## src/rtl/alu_seq_pkg.sv

```systemverilog
// Shared types and constants for the alu_seq command sequencer.
// Opcode encoding matches the alu block's op input.
package alu_seq_pkg;

  typedef enum logic [1:0] {
    ALU_ADD  = 2'b00,
    ALU_SUB  = 2'b01,
    ALU_AND  = 2'b10,
    ALU_NOTB = 2'b11
  } alu_op_e;

  typedef enum logic [1:0] {
    StIdle  = 2'b00,
    StIssue = 2'b01,
    StResp  = 2'b10
  } seq_state_e;

  // Bit positions inside the {N,V,Z} flag vectors.
  localparam int unsigned FLG_Z = 0;
  localparam int unsigned FLG_V = 1;
  localparam int unsigned FLG_N = 2;

  function automatic logic [2:0] pack_flags(input logic n, input logic v, input logic z);
    logic [2:0] f;
    f        = '0;
    f[FLG_N] = n;
    f[FLG_V] = v;
    f[FLG_Z] = z;
    return f;
  endfunction

endpackage

```

## src/rtl/alu_seq.sv

```systemverilog
// Single-outstanding command sequencer driving a combinational alu: registers the command,
// samples the alu result/flags one cycle later and returns them over a valid/ready channel.
module alu_seq
  import alu_seq_pkg::*;
#(
  parameter int unsigned WIDTH = 16
) (
  input  logic             clk,
  input  logic             reset_n,
  // request channel
  input  logic             req_valid,
  output logic             req_ready,
  input  logic [1:0]       req_op,
  input  logic             req_cmp,
  input  logic [WIDTH-1:0] req_a,
  input  logic [WIDTH-1:0] req_b,
  // alu interface
  output logic [WIDTH-1:0] alu_ain,
  output logic [WIDTH-1:0] alu_bin,
  output logic [1:0]       alu_op,
  input  logic [WIDTH-1:0] alu_out,
  input  logic             alu_z,
  input  logic             alu_v,
  input  logic             alu_n,
  // response channel
  output logic             rsp_valid,
  input  logic             rsp_ready,
  output logic [WIDTH-1:0] rsp_data,
  output logic [2:0]       rsp_flags,
  output logic [2:0]       status
);

  seq_state_e       state_q, state_d;
  logic [WIDTH-1:0] ain_q, bin_q;
  alu_op_e          op_q;
  logic             cmp_q;
  logic [WIDTH-1:0] result_q;
  logic [2:0]       flags_q;
  logic [2:0]       status_q;

  logic             accept;
  logic             capture;

  always_comb begin
    state_d = state_q;
    accept  = 1'b0;
    capture = 1'b0;
    unique case (state_q)
      StIdle: begin
        if (req_valid) begin
          accept  = 1'b1;
          state_d = StIssue;
        end
      end
      StIssue: begin
        capture = 1'b1;
        state_d = StResp;
      end
      StResp: begin
        if (rsp_ready) begin
          state_d = StIdle;
        end
      end
      default: state_d = StIdle;
    endcase
  end

  always_ff @(posedge clk or negedge reset_n) begin
    if (!reset_n) begin
      state_q <= StIdle;
    end else begin
      state_q <= state_d;
    end
  end

  // Operands only move on acceptance so the alu inputs never glitch between commands.
  always_ff @(posedge clk or negedge reset_n) begin
    if (!reset_n) begin
      ain_q <= '0;
      bin_q <= '0;
      op_q  <= ALU_ADD;
      cmp_q <= 1'b0;
    end else if (accept) begin
      ain_q <= req_a;
      bin_q <= req_b;
      op_q  <= alu_op_e'(req_op);
      cmp_q <= req_cmp;
    end
  end

  // Compare-only commands update flags/status but keep the previous result visible.
  always_ff @(posedge clk or negedge reset_n) begin
    if (!reset_n) begin
      result_q <= '0;
      flags_q  <= '0;
      status_q <= '0;
    end else if (capture) begin
      flags_q  <= pack_flags(alu_n, alu_v, alu_z);
      status_q <= pack_flags(alu_n, alu_v, alu_z);
      if (!cmp_q) begin
        result_q <= alu_out;
      end
    end
  end

  always_comb begin
    req_ready = (state_q == StIdle);
    rsp_valid = (state_q == StResp);
  end

  assign alu_ain   = ain_q;
  assign alu_bin   = bin_q;
  assign alu_op    = op_q;
  assign rsp_data  = result_q;
  assign rsp_flags = flags_q;
  assign status    = status_q;

endmodule

```

## config.mk

```make
export PLATFORM = sky130hd
export DESIGN_NAME = alu_seq
export DESIGN_NICKNAME = d
export VERILOG_FILES = /design/src/rtl/alu_seq_pkg.sv /design/src/rtl/alu_seq.sv
export SDC_FILE = /design/constraint.sdc
export NUM_CORES = 1
export LEC_CHECK = 0
export CAP_MARGIN = 30
export CORE_MARGIN = 4
export CORE_UTILIZATION = 42
export CTS_CLUSTER_SIZE = 12
export DETAILED_ROUTE_END_ITERATION = 7
export GPL_ROUTABILITY_DRIVEN = 0
export HOLD_SLACK_MARGIN = 0.03
export PLACE_DENSITY = 0.95
export RECOVER_POWER = 50
export SYNTH_ARGS = -nofsm -noshare
export SYNTH_HDL_FRONTEND = slang
export SYNTH_SLANG_ARGS = --single-unit
```

## constraint.sdc

```tcl
create_clock -name clk -period 2.34 [get_ports clk]
set_clock_uncertainty 0.1 [all_clocks]
set_input_delay 0.234 -clock clk [delete_from_list [all_inputs] [get_ports clk]]
set_output_delay 0.234 -clock clk [all_outputs]
set_load 0.02 [all_outputs]
```

==> run_summary.xml <==
<?xml version="1.0" encoding="UTF-8"?>
<metrics>
  <group name="outcome">
    <metric name="status" unit="">finished, final reports clean</metric>
  </group>
  <group name="clocking">
    <metric name="post_cts.repair.setup_buffers" unit="">0</metric>
    <metric name="postCtsHoldBufs" unit="">1</metric>
    <metric name="clkSinkCount" unit="">56</metric>
    <metric name="insertion_delay" unit="ns">0.30</metric>
    <metric name="tritoncts_clock_tree" unit="">yes</metric>
    <metric name="cts-buffers-inserted" unit="">5</metric>
    <metric name="cts_repair_resize_count" unit="">0</metric>
    <metric name="cts_max_path_buffers" unit="">2</metric>
    <metric name="clock_tree.root_cell" unit="">sky130_fd_sc_hd__clkbuf_8</metric>
    <metric name="clk_slew_on_worst_s_h_paths" unit="ns">0.09</metric>
    <metric name="cts_htree_levels" unit="">2</metric>
  </group>
  <group name="synth">
    <metric name="synthesis.area_per_instance" unit="sq um">17.2</metric>
    <metric name="synth_instances" unit="">125</metric>
    <metric name="synth_mux_area_frac" unit="">0.283</metric>
    <metric name="synth_top_family_by_area" unit="">multiplexers</metric>
    <metric name="post_synth_fa_ha_maj_area_fraction" unit="">0</metric>
    <metric name="synth_xor_xnor_area_share" unit="">0</metric>
    <metric name="post_synthesis_cell_area" unit="sq mm">0.00215</metric>
    <metric name="ys_seq_area_frac" unit="">0.653</metric>
    <metric name="ys_types" unit="">11</metric>
    <metric name="yosysWarnings" unit="">0</metric>
    <metric name="synth.ff_latch_count" unit="">56</metric>
    <metric name="synth.net_count" unit="">183</metric>
    <metric name="synth_simple_gate_area_share" unit="">0.0227</metric>
    <metric name="synth_compound_area_frac" unit="">0.00233</metric>
  </group>
  <group name="worst_setup_path">
    <metric name="crit_required" unit="ns">2.42</metric>
    <metric name="startpoint_type" unit="">flip-flop</metric>
    <metric name="cp_cell_sequence" unit="">nor3b_4 &gt; clkbuf_2 &gt; mux2_2</metric>
    <metric name="arrival" unit="ns">2.14</metric>
    <metric name="type_of_the_setup_path_with_the_least_slack" unit="">flip-flop to flip-flop</metric>
    <metric name="worst_path_dominant_cell_family" unit="">buffers and inverters</metric>
    <metric name="critical_path.max_fanout" unit="">36</metric>
    <metric name="timing.critical_path.slowest_cell_delay" unit="ns">0.70</metric>
    <metric name="cp_slowest_cell" unit="">sky130_fd_sc_hd__clkbuf_2</metric>
    <metric name="cp.buffers_inverters" unit="">1</metric>
    <metric name="setup.worst_path.end_class" unit="">flip-flop</metric>
  </group>
  <group name="sta">
    <metric name="finalCriticalPeriod" unit="ns">2.06</metric>
    <metric name="rsz_0062_raised_after_global_routing" unit="">no</metric>
    <metric name="final_hold_viol_count" unit="">0</metric>
    <metric name="slew_headroom" unit="">0.114</metric>
    <metric name="period_utilization_post_route" unit="">0.880</metric>
    <metric name="maximum_achievable_frequency" unit="GHz">0.485</metric>
    <metric name="maxSlewViolCount" unit="">0</metric>
    <metric name="setup_tns" unit="ns">0</metric>
    <metric name="setup_viol" unit="">0</metric>
    <metric name="worst_slew_pin_slew" unit="ns">1.33</metric>
    <metric name="setup_ws" unit="ns">0.280</metric>
  </group>
  <group name="grt">
    <metric name="grt_pass1_vias" unit="">1778</metric>
    <metric name="grt_pass1_wl" unit="um">8830</metric>
    <metric name="groute.usage.overall" unit="">0.185</metric>
    <metric name="antenna_violations_before_repair" unit="">0</metric>
    <metric name="grt.overflow.total" unit="">0</metric>
    <metric name="grt_max_degree" unit="">57</metric>
  </group>
  <group name="routing">
    <metric name="drt_drc_violations_left" unit="">0</metric>
    <metric name="met2_wirelength" unit="um">3000</metric>
    <metric name="route.antenna.remaining_nets" unit="">0</metric>
    <metric name="average_wire_per_standard_cell" unit="um">17.8</metric>
    <metric name="drt_pre_antenna_iters" unit="">4</metric>
    <metric name="dr_total_vias" unit="">1490</metric>
    <metric name="routed_wirelength" unit="um">5520</metric>
    <metric name="top_layer_used_by_detailed_routing" unit="">met4</metric>
    <metric name="route.layer.met1.wl" unit="um">1800</metric>
    <metric name="drt-vias-per-instance" unit="">4.79</metric>
    <metric name="drt_first_iter_violations" unit="">37</metric>
    <metric name="met3RoutedLength" unit="um">675</metric>
  </group>
  <group name="die">
    <metric name="core" unit="sq mm">0.00485</metric>
    <metric name="die_x" unit="um">79.5</metric>
    <metric name="effective_utilization_at_floorplan" unit="">0.443</metric>
    <metric name="number_of_cell_rows" unit="">25</metric>
    <metric name="ioPinCount" unit="">116</metric>
    <metric name="die_h" unit="um">79.5</metric>
    <metric name="die_area" unit="sq mm">0.00632</metric>
  </group>
  <group name="placement">
    <metric name="dpl.hpwl" unit="um">4130</metric>
    <metric name="post-place-ws" unit="ns">0.567</metric>
    <metric name="post-place-cells" unit="">302</metric>
    <metric name="buffer_ports.inserted" unit="">115</metric>
  </group>
  <group name="power_and_ir_drop">
    <metric name="max_rail_drop_vdd" unit="mV">0.772</metric>
    <metric name="power.density_cell_area" unit="mW/mm^2">1440</metric>
    <metric name="total_power" unit="mW">4.93</metric>
    <metric name="power.static_leakage" unit="nW">1.40</metric>
  </group>
  <group name="finish">
    <metric name="final_cells" unit="">311</metric>
    <metric name="final_common_cell" unit="">sky130_fd_sc_hd__clkdlybuf4s50_1</metric>
    <metric name="syn2layout_area_growth" unit="%">59.4</metric>
    <metric name="design.final.nets" unit="">301</metric>
    <metric name="final_layout_size_suffix_gt1_frac" unit="">0.275</metric>
    <metric name="antenna-diode-count" unit="">0</metric>
    <metric name="mostFrequentLayoutCells" unit="">sky130_fd_sc_hd__clkdlybuf4s50_1 (114), sky130_fd_sc_hd__dfrtp_1 (56), sky130_fd_sc_hd__mux2_2 (54)</metric>
    <metric name="final_util" unit="">0.705</metric>
  </group>
  <group name="job">
    <metric name="max_cap_violations" unit="">0</metric>
  </group>
  <group name="worst_hold_path">
    <metric name="hold_path.class" unit="">flip-flop to flip-flop</metric>
  </group>
</metrics>
-- registers in the layout (all words and copies together), names as in the netlist --
signal	cells
alu_ain	16
alu_bin	16
alu_op	2
cmp_q	1
rsp_data	16
rsp_flags	3
state_q	2
-- report_power, final --
part	internal [mW]	switching, mW
clock	0.237	0.295
combinational	1.43	1.20
sequential	1.46	0.309
total	3.13	1.80
-- synth_stat cells, drive strengths merged --
cell type,instances,area [sq um]
nand2b,1,6.26
buf,8,78.8
o21ai,1,5.00
or2b,1,7.51
mux2,54,608
nor2,1,3.75
nor3b,2,31.3
dfrtp,56,1400
inv,1,3.75
-- metrics by stage --
stage	hold slack, ns	area [sq um]
3_5_place_dp	0.159	3350
2_1_floorplan	-0.162	2150
5_1_grt	0.433	3420
4_1_cts	0.360	3450
6_report	0.413	3420
3_3_place_gp	0.154	3350
-- per-layer routing --
metal | track usage | up-vias
li1 | - | 671
met1 | 0.178 | 744
met2 | 0.346 | 71
met3 | 0.0926 | 4
met4 | 0.0464 | 0
met5 | 0 | -
-- kinds of logic (layout without fill, tap and decap cells) --
logic type	Yosys count	count (layout)
AOI/OAI and AO/OA	1	1
buffers and inverters	9	128
DFF	56	56
muxes	54	54
and+or+nand+nor	5	5
-- worst register-to-register path, stage by stage, from the launching register on --
cell and delay, ns:
sky130_fd_sc_hd__dfrtp_1 0.48, sky130_fd_sc_hd__nor3b_4 0.22, sky130_fd_sc_hd__clkbuf_2 0.70, sky130_fd_sc_hd__mux2_2 0.45
-- final cells by class --
class	instances	area, sq um
repair buffers	119	1170
fillers	350	1430
well taps	67	83.8
inverters	1	3.75
clock inverters	2	10.0
multi-input cells	60	668
flip-flops and latches	56	1400
clock buffers	6	82.6
-- final timing paths --
kind / start / endpoint / slack [ns] / depth (start not counted)
max: state_q[1] / alu_ain[2] / 0.28 / 3
min: alu_op[0] / alu_op[0] / 0.41 / 1
max reg2reg: state_q[1] / alu_ain[2] / 0.28 / 3
min reg2reg: alu_op[0] / alu_op[0] / 0.41 / 1
max in group asynchronous: reset_n / alu_ain[14] / 0.55 / 3
min in group asynchronous: reset_n / alu_ain[0] / 0.79 / 3
No activity file was read; power rests on OpenSTA's default activity.
